===== src/rtl/dtc_pkg.sv =====
// Shared types and constants for the decision-tree class vote accumulator.
package dtc_pkg;

    typedef logic [2:0] class_t;

    localparam int NUM_CLASSES = 8;
    localparam int SCAN_CYCLES = 8;

    typedef enum logic [1:0] {
        ACCUM = 2'd0,
        SCAN  = 2'd1,
        HOLD  = 2'd2
    } state_t;

endpackage


===== src/rtl/dtc_class_cnt.sv =====
// One per-class vote counter with synchronous clear and increment.
module dtc_class_cnt #(
    parameter int CW = 4
) (
    input  logic          clk,
    input  logic          rst,
    input  logic          clr,
    input  logic          inc,
    output logic [CW-1:0] cnt
);

    // No saturation: the accumulator stops accepting once the window is full.
    always_ff @(posedge clk or posedge rst) begin
        if (rst)
            cnt <= '0;
        else if (clr)
            cnt <= '0;
        else if (inc)
            cnt <= cnt + 1'b1;
    end

endmodule


===== src/rtl/dtc_vote_acc.sv =====
// Majority vote over a window of classifier results, with flush and output backpressure.
// Optional macro DTC_VOTE_CONF_EN drives out_conf with the winning count; otherwise it is 0.
module dtc_vote_acc
    import dtc_pkg::*;
#(
    parameter int WIN = 8,
    parameter int CW  = $clog2(WIN + 1)
) (
    input  logic          clk,
    input  logic          rst,
    input  logic          in_valid,
    input  logic [2:0]    in_class,
    output logic          in_ready,
    input  logic          flush,
    output logic          out_valid,
    input  logic          out_ready,
    output logic [2:0]    out_class,
    output logic [CW-1:0] out_conf,
    output logic [CW-1:0] out_n
);

    state_t                 state;
    state_t                 state_nxt;
    logic [3:0]             scan_idx;
    logic [NUM_CLASSES-1:0] cnt_inc;
    logic                   cnt_clr;
    logic                   accept;
    logic                   go_scan;
    logic [CW-1:0]          cnt_arr [NUM_CLASSES];
    logic [CW-1:0]          n;
    logic [CW-1:0]          best_cnt;
    class_t                 best_class;
    logic [CW-1:0]          scan_cnt;
    logic                   scan_last;

    assign accept    = (state == ACCUM) && in_valid;
    // A sample arriving together with flush is counted, so it makes n non-zero.
    assign go_scan   = (accept && (n == CW'(WIN - 1))) || (flush && ((n != '0) || in_valid));
    assign scan_cnt  = cnt_arr[scan_idx[2:0]];
    assign scan_last = (scan_idx == 4'(SCAN_CYCLES));
    assign out_valid = (state == HOLD);

    for (genvar i = 0; i < NUM_CLASSES; i++) begin : g_cnt
        dtc_class_cnt #(.CW(CW)) u_cnt (
            .clk (clk),
            .rst (rst),
            .clr (cnt_clr),
            .inc (cnt_inc[i]),
            .cnt (cnt_arr[i])
        );
    end

    always_ff @(posedge clk or posedge rst) begin
        if (rst)
            state <= ACCUM;
        else
            state <= state_nxt;
    end

    always_comb begin
        state_nxt = state;
        in_ready  = 1'b0;
        cnt_clr   = 1'b0;
        cnt_inc   = '0;
        case (state)
            ACCUM: begin
                in_ready = 1'b1;
                if (accept)
                    cnt_inc[in_class] = 1'b1;
                if (go_scan)
                    state_nxt = SCAN;
            end
            SCAN: begin
                if (scan_last)
                    state_nxt = HOLD;
            end
            HOLD: begin
                if (out_ready) begin
                    state_nxt = ACCUM;
                    cnt_clr   = 1'b1;
                end
            end
            default: state_nxt = ACCUM;
        endcase
    end

    // Eight compare cycles, then one more cycle to register the result.
    always_ff @(posedge clk or posedge rst) begin
        if (rst)
            scan_idx <= '0;
        else if (state != SCAN)
            scan_idx <= '0;
        else
            scan_idx <= scan_idx + 1'b1;
    end

    always_ff @(posedge clk or posedge rst) begin
        if (rst)
            n <= '0;
        else if (cnt_clr)
            n <= '0;
        else if (accept)
            n <= n + 1'b1;
    end

    // Strictly-greater update keeps the lowest class index on ties.
    always_ff @(posedge clk or posedge rst) begin
        if (rst) begin
            best_class <= '0;
            best_cnt   <= '0;
        end else if (state == SCAN && !scan_last) begin
            if (scan_idx == 4'd0) begin
                best_class <= '0;
                best_cnt   <= scan_cnt;
            end else if (scan_cnt > best_cnt) begin
                best_class <= scan_idx[2:0];
                best_cnt   <= scan_cnt;
            end
        end
    end

    always_ff @(posedge clk or posedge rst) begin
        if (rst) begin
            out_class <= '0;
            out_n     <= '0;
        end else if (state == SCAN && scan_last) begin
            out_class <= best_class;
            out_n     <= n;
        end
    end

`ifdef DTC_VOTE_CONF_EN
    logic [CW-1:0] conf_r;

    always_ff @(posedge clk or posedge rst) begin
        if (rst)
            conf_r <= '0;
        else if (state == SCAN && scan_last)
            conf_r <= best_cnt;
    end

    assign out_conf = conf_r;
`else
    assign out_conf = '0;
`endif

endmodule

===== config.mk =====
export PLATFORM = sky130hd
export DESIGN_NAME = dtc_vote_acc
export DESIGN_NICKNAME = d
export VERILOG_FILES = /design/src/rtl/dtc_pkg.sv /design/src/rtl/dtc_class_cnt.sv /design/src/rtl/dtc_vote_acc.sv
export SDC_FILE = /design/constraint.sdc
export NUM_CORES = 1
export LEC_CHECK = 0
export CAP_MARGIN = 20
export CORE_ASPECT_RATIO = 0.6
export CORE_MARGIN = 2
export CORE_UTILIZATION = 39
export CTS_BUF_LIST = sky130_fd_sc_hd__clkbuf_8
export DETAILED_ROUTE_END_ITERATION = 8
export SLEW_MARGIN = 20
export SYNTH_ARGS = -nofsm -noshare
export SYNTH_HDL_FRONTEND = slang
export SYNTH_SLANG_ARGS = --single-unit

===== constraint.sdc =====
create_clock -name clk -period 2.61 [get_ports clk]
set_input_delay 0.6525 -clock clk [delete_from_list [all_inputs] [get_ports clk]]
set_output_delay 0.6525 -clock clk [all_outputs]
set_load 0.03 [all_outputs]

==> metrics.yaml, run 1 <==
status: "finished, final reports clean"
n_antenna_cell: 0
layout-drive-gt1-share_pct: 21.0
io_pins: 21
dieArea_um2: 8290
p_switching_mw: 1.32
root_buffer: "clkbuf_8"
min_from: "best_class[0]"
maxCapViolCount: 0
final_hold_viol_count: 0
synth_cells: 261
dp_hpwl_um: 4290
dp_cells: 384
grt_start_max_net_pins: 57
antenna_found_initial: 0
vias_per_cell: 4.81
setup_viol: 0
crit_path_end_kind: "flop"
cts_tree: "built"
yosys.area.top_type: "dfrtp_1"
fin_crit_ns: 2.54
critPathLaunchType: "flop"
drc: 0
reg2reg_depth: 8
yosys-top-cells-area: "dfrtp_1, ha_1, mux4_2, xor2_1, nor2_1"
clock_sinks: 56
htree_levels: 2
p_comb_share_pct: 45.6
die_w_um: 116
cp-endpoint: "best_cnt[1]"
synth_top_cell_area_share_pct: 47.6
gp_congestion: 0.836
yosysWarnings: 0
synth.distinct_cells: 38
power_frac_clock_pct: 14.4
area_delta_synth_final_pct: 18.9
min_path_type: "reg -> reg"
cts_hold_buf: 0
clk_latency_ns: 0.32
die_h_um: 71.3
drtIter0Drc: 92
final_core_util_pct: 48.0
detail-route-antenna-nets: 0
drt-wirelength-per-cell_um: 14.9
slew_violations: 0
grt_pass1_vias: 1805
syn-cell-area_um2: 2950
core-area_um2: 7300
yosysSeqAreaShare_pct: 47.6
worst_ep_arrival_time_ns: 2.75
power_leakage_nw: 1.62
tns_ns: 0
skew_ns: 0.00810
irDropWorstVdd_mv: 0.390
grt_pass1_wl_um: 9580
rrSetupSlack_ns: 0.07
cp.required_ns: 2.82
avgSynthCellArea_um2: 11.3
finalHoldWorstSlack_ns: 0.513
cts_buffers: 5
drtPass1Iterations: 4
finalNonFillerCells: 394
rows: 24
max_freq_mhz: 393
finalCritPeriodShare_pct: 97.5
path_class: "reg -> reg"
clockBufferDepth: 2
clk_pin_slew_ns: 0.10
ys_ff_latch: 56
track_usage_pct: 15.5
num_vias: 1895
p_sw_share_pct: 36.7
r2r-start: "scan_idx[0]"
p_int_mw: 2.27
seq_power_share_pct: 40.0
critPathLaunch: "scan_idx[0]"
initial_core_util_pct: 40.4
numPortBuffers: 16
overflow: 0
r2r_end: "best_cnt[1]"
crit_fanout: 6
pwr_density_cell_nw_per_um2: 1030
nets: 314
power.total_mw: 3.59
routed_wl_um: 5880
## sequential cells by signal, summed over array words and instances (netlist names)
| register | cells |
|---|---|
| best_class | 3 |
| best_cnt | 4 |
| g_cnt.u_cnt.cnt | 32 |
| n | 4 |
| out_class | 3 |
| out_n | 4 |
| scan_idx | 4 |
| state | 2 |
## metrics by stage
stage	setup WS, ns	area [um2]
2_1_floorplan	0.0226	2990
3_3_place_gp	-0.00000955	3310
3_5_place_dp	-0.0910	3310
4_1_cts	0.0210	3450
5_1_grt	-0.0317	3500
6_report	0.0661	3500
## cell type report
cell class                 instances  area (um2)
tap                              104         130
inverter                          13        48.8
multi-input combinational        183        1530
timing repair buffer              31         293
fill                             663        3790
sequential                        56        1400
clock buffer                       7        96.3
## cell usage after synthesis
| cell type | number |
|---|---|
| nor2_4 | 3 |
| nor3_4 | 1 |
| a311oi_1 | 1 |
| a221oi_1 | 1 |
| or2b_1 | 1 |
| buf_1 | 1 |
| nor3b_1 | 1 |
| mux4_2 | 8 |
| a31oi_2 | 1 |
| buf_4 | 4 |
| mux2i_1 | 10 |
| buf_2 | 4 |
| o21bai_1 | 1 |
| nand2b_1 | 3 |
| mux2_2 | 14 |
| nand3_1 | 1 |
| a41oi_1 | 1 |
| xor2_1 | 19 |
| and2_1 | 2 |
| o21ai_0 | 3 |
| a21oi_1 | 5 |
| ha_1 | 16 |
| nand4_1 | 9 |
| nand4bb_1 | 1 |
| and3_1 | 1 |
| or4b_4 | 1 |
| conb_1 | 1 |
| and2b_1 | 1 |
| nor2_1 | 43 |
| nor3_1 | 1 |
| nand2_1 | 16 |
| a21o_1 | 1 |
| clkbuf_1 | 3 |
| xnor2_1 | 10 |
| nor2b_1 | 2 |
| nor2_2 | 1 |
| dfrtp_1 | 56 |
| inv_1 | 13 |
## worst max-delay path, stage by stage (launching register included)
cell,delay [ns]
dfrtp_2,0.45
buf_4,0.15
buf_4,0.14
mux4_2,0.28
mux2_4,0.31
ha_4,0.29
a41oi_2,0.13
a31oi_4,0.36
mux2_4,0.33
## cells in the final DEF, fill, tap and decap left out, drive strengths merged, types with 5 or more instances in the layout
cell type      synthesis  final
mux2                  14     14
mux2i                 10     10
clkdlybuf4s50          0     16
ha                    16     16
mux4                   8      8
nand2                 16     16
inv                   13     13
xnor2                 10     10
buf                    9     15
nor2                  47     47
nand4                  9      9
xor2                  19     19
clkbuf                 3      7
dfrtp                 56     56
a21oi                  5      5
## cell families after synthesis
family | Yosys count | synth area share (%)
compound gates | 14 | 3.18
xor+xnor | 29 | 8.62
fa+ha+maj | 16 | 6.79
buf+inv | 25 | 3.86
flops | 56 | 47.6
mux | 32 | 14.9
other cells | 1 | 0.127
simple gates | 88 | 15.0
## power groups by stage
stage               Clock, mW  Combinational [mW]  Sequential [mW]
CTS                     0.535                1.54             1.44
floorplan                   0                1.05             1.43
finish                  0.517                1.64             1.44
detailed placement          0                1.47             1.46
global route            0.574                1.80             1.48
global placement            0                1.45             1.45
## metal layers
metal	vias up	wire, um	GRT usage, %
li1	928	-	-
met1	916	3210	25.4
met2	39	2190	18.0
met3	12	388	6.01
met4	0	102	4.76
met5	-	0	0
## worst min-delay path by stage
stage | slack (ns) | cells past startpoint | end
floorplan | 0.48 | 1 | best_class[2]
global placement | 0.49 | 1 | out_class[2]
detailed placement | 0.49 | 1 | out_class[1]
CTS | 0.52 | 1 | out_n[2]
global route | 0.53 | 1 | out_n[1]
finish | 0.51 | 1 | out_class[0]
## timing repair
action,in CTS,in global routing
setup buffers,2,1
hold endpoints to repair,0,0
pin swaps,1,1
endpoints found under the setup margin,6,7
gates resized for setup,6,7
Note: power is estimated with default switching activity, not from simulation.
==> inputs of run 2 (changes only) <==
--- a/config.mk
+++ b/config.mk
@@ -11,7 +11,9 @@
 export CORE_UTILIZATION = 39
 export CTS_BUF_LIST = sky130_fd_sc_hd__clkbuf_8
 export DETAILED_ROUTE_END_ITERATION = 8
+export GPL_ROUTABILITY_DRIVEN = 0
 export SLEW_MARGIN = 20
 export SYNTH_ARGS = -nofsm -noshare
 export SYNTH_HDL_FRONTEND = slang
+export SYNTH_HIERARCHICAL = 1
 export SYNTH_SLANG_ARGS = --single-unit
==> metrics.yaml, run 2 <==
syn-cell-area_um2: 3090  # +4.8%
regMostFlops: "g_cnt.u_cnt/cnt"
drc: 0  # unchanged
skew_ns: 0.00683  # -0.00127 ns
max_freq_mhz: 369  # -6.2%
final_common_cell: "dfrtp_1"
max_stage_delay_ns: 0.50  # +0.05 ns
yosys-top-cells-area: "dfrtp_1, ha_1, nor2_1, mux4_2, mux2i_1"
grt_pass1_wl_um: 10900  # +14%
critPathLaunch: "scan_idx[0]"
synth-async-reset-ratio_pct: 100  # unchanged
drtPass1Iterations: 4  # unchanged
dieArea_um2: 8670  # +4.5%
worst_ep_arrival_time_ns: 2.92  # +0.17 ns
synth_top_cell_area_share_pct: 45.4  # -2.2 points
avgSynthCellArea_um2: 11.3  # -0.21%
slew_violations: 0  # unchanged
maxCapViolCount: 0  # unchanged
drtIter0Drc: 96  # +4.3%
synth.distinct_cells: 36  # -5.3%
r2r_end: "best_cnt[1]"
vias_per_cell: 4.80  # -0.24%
finalWorstSetupSlack_ns: -0.103  # -0.169 ns
synth_mux_area_share_pct: 19.0  # +4.1 points
die_h_um: 72.9  # +2.2%
clock_sinks: 56  # unchanged
layout-drive-gt1-share_pct: 23.8  # +2.8 points
synth_common_cells: "dfrtp_1, nor2_1, inv_1, ha_1, mux2i_1"
power_leakage_nw: 1.82  # +12%
tns_ns: -0.561  # -0.561 ns
root_buffer: "clkbuf_8"
path_class: "reg -> reg"
pwr_density_cell_nw_per_um2: 978  # -4.6%
synthXorXnorAreaFrac_pct: 3.69  # -4.9 points
synth-edff-count: 0  # unchanged
cp.required_ns: 2.82  # about the same
final_hold_viol_count: 0  # unchanged
nets: 346  # +10%
cp.depth: 9  # +1
crit_buf_inv: 1  # -1
die_w_um: 119  # +2.3%
clockBufferDepth: 2  # unchanged
grt_pass1_vias: 2036  # +13%
synth.most_common_cell: "dfrtp_1"
crit_slowest_cell: "mux4_2"
cp-endpoint: "best_cnt[1]"
violations: "setup timing"
r2r-start: "scan_idx[0]"
rows: 25  # +4.2%
grt_start_max_net_pins: 45  # -21%
setup_viol: 7  # +7
numPortBuffers: 16  # unchanged
synth_fa_ha_area_share_pct: 6.49  # -0.31 points
finalNonFillerCells: 431  # +9.4%
synth_ff_type: "dfrtp_1"
crit_top_cell: "mux2_4"
routed_wl_um: 6440  # +9.5%
crit_path_end_kind: "flop"
synth_compound_area_share_pct: 6.24  # +3.1 points
reg2reg_depth: 9  # +1
fill_cells: 708  # +6.8%
cts_tree: "built"
drt-wirelength-per-cell_um: 14.9  # +0.12%
dp_hpwl_um: 4810  # +12%
fin_crit_ns: 2.71  # +0.169 ns
ys_ff_latch: 56  # unchanged
htree_levels: 2  # unchanged
overflow: 0  # unchanged
yosysSeqAreaShare_pct: 45.4  # -2.2 points
initial_core_util_pct: 39.6  # -0.75 points
largest_register_ffs: 32  # unchanged
cts_buffers: 5  # unchanged
status: "complete, but fails checks"
core-area_um2: 7790  # +6.7%
yosysWarnings: 6  # +6
detail-route-antenna-nets: 0  # unchanged
min_path_type: "reg -> reg"
rrSetupSlack_ns: -0.10  # -0.17 ns
io_pins: 21  # unchanged
num_vias: 2068  # +9.1%
n_antenna_cell: 0  # unchanged
clk_latency_ns: 0.32  # about the same
yosys.area.top_type: "dfrtp_1"
crit_path_cell_trace: "buf_6, mux4_2, mux2_4, ha_4, nor2b_4, o211ai_1, a211oi_2, nor2_4, mux2_4"
clk_pin_slew_ns: 0.09  # about the same
synth_top_family_by_area: "multiplexers"
layout_common_cells: "dfrtp_1, nor2_1, buf_4"
area_delta_synth_final_pct: 21.9
yosys.area_share.simple_pct: 14.6  # -0.44 points
crit_fanout: 6  # unchanged
track_usage_pct: 16.7  # +1.1 points
critPathLaunchType: "flop"
path_delay_family: "multiplexers"
synth_cells: 274  # +5.0%
finalCritPeriodShare_pct: 104  # +6.5 points
rsz0062_at_grt: "yes"
cts_hold_buf: 0  # unchanged
dp_cells: 418  # +8.9%
irDropWorstVdd_mv: 0.450  # +15%
antenna_found_initial: 0  # unchanged
## run 2: cell types whose count changed in the layout (fill, tap and decap cells not counted), sizes merged, moves of 9 or more
cell | before | now
buf | 15 | 32
inv | 13 | 23
nor2b | 2 | 11
xor2 | 19 | 3
## run 2: cells by family (layout without fill, tap and decap cells)
kind of cell / after synthesis / in the layout
mux: 42 / 42
xor+xnor: 13 / 13
flops: 56 / 56
compound gates: 25 / 25
fa+ha+maj: 16 / 16
buf+inv: 31 / 77
other cells: 1 / 4
simple gates: 90 / 90
## run 2: where the power goes
part / leakage (nW) / internal, mW / total (mW) / switching [mW]
combinational: 1.02 / 0.983 / 1.79 / 0.803
clock: 0.0538 / 0.210 / 0.491 / 0.282
sequential: 0.742 / 1.12 / 1.40 / 0.279
## run 2: layer usage
| layer | up-vias | share of wire, % | GRT usage [%] |
|---|---|---|---|
| met5 | - | 0 | 0 |
| met4 | 0 | 1.4 | 5.29 |
| met3 | 9 | 5.5 | 3.91 |
| met2 | 33 | 40 | 21.9 |
| met1 | 998 | 53 | 26.4 |
| li1 | 1028 | - | - |
## run 2: final cells by class
cell class	count	area, um2	area share [%]
multi-input cells	190	1620	43.1
flip-flops and latches	56	1400	37.2
repair buffers	48	437	11.6
well taps	108	135	3.59
clock buffers	6	82.6	2.19
inverters	21	78.8	2.10
clock inverters	2	7.51	0.200
## run 2: repair_timing
item / CTS / global route
resized for setup: 7 / 2
buffers inserted: 2 / 3
endpoints found under the setup margin: 7 / 7
pin swaps: 3 / 4
## run 2: how the worst min path moves through the flow
stage                     depth (start not counted)     start               endpoint  slack [ns]
after floorplan                                   1       rst  g_cnt[0].u_cnt/cnt[0]        0.42
after global placement                            1  state[1]               state[0]        0.47
after detailed placement                          1  state[1]               state[0]        0.47
after CTS                                         1  state[1]               state[0]        0.48
after global routing                              1  out_n[2]               out_n[2]        0.51
final                                             1  state[1]               state[0]        0.48
## run 2: stage by stage
step / utilization, % / setup slack [ns] / cell area (um2) / hold slack, ns / power [mW]
6_report: 48.3 / -0.103 / 3760 / 0.480 / 3.68
4_1_cts: 47.8 / -0.106 / 3720 / 0.481 / 3.63
5_1_grt: 48.3 / -0.218 / 3760 / 0.510 / 3.97
2_1_floorplan: - / -0.0258 / 3140 / 0.419 / 2.47
3_5_place_dp: 46.1 / -0.131 / 3590 / 0.472 / 3.05
3_3_place_gp: 46.1 / -0.0310 / 3590 / 0.470 / 2.99
## run 2: worst reg2reg max path, stage by stage (launching register included)
cell and delay [ns]:
dfrtp_1 0.41, buf_6 0.14, mux4_2 0.50, mux2_4 0.30, ha_4 0.25, nor2b_4 0.12
o211ai_1 0.21, a211oi_2 0.12, nor2_4 0.23, mux2_4 0.33
==> inputs of run 3 (changes only) <==
--- a/config.mk
+++ b/config.mk
@@ -12,6 +12,7 @@
 export CTS_BUF_LIST = sky130_fd_sc_hd__clkbuf_8
 export DETAILED_ROUTE_END_ITERATION = 8
 export GPL_ROUTABILITY_DRIVEN = 0
+export SKIP_LAST_GASP = 1
 export SLEW_MARGIN = 20
 export SYNTH_ARGS = -nofsm -noshare
 export SYNTH_HDL_FRONTEND = slang
==> results of run 3 <==
Final layout, timing and power as in run 2 (identical DEF).
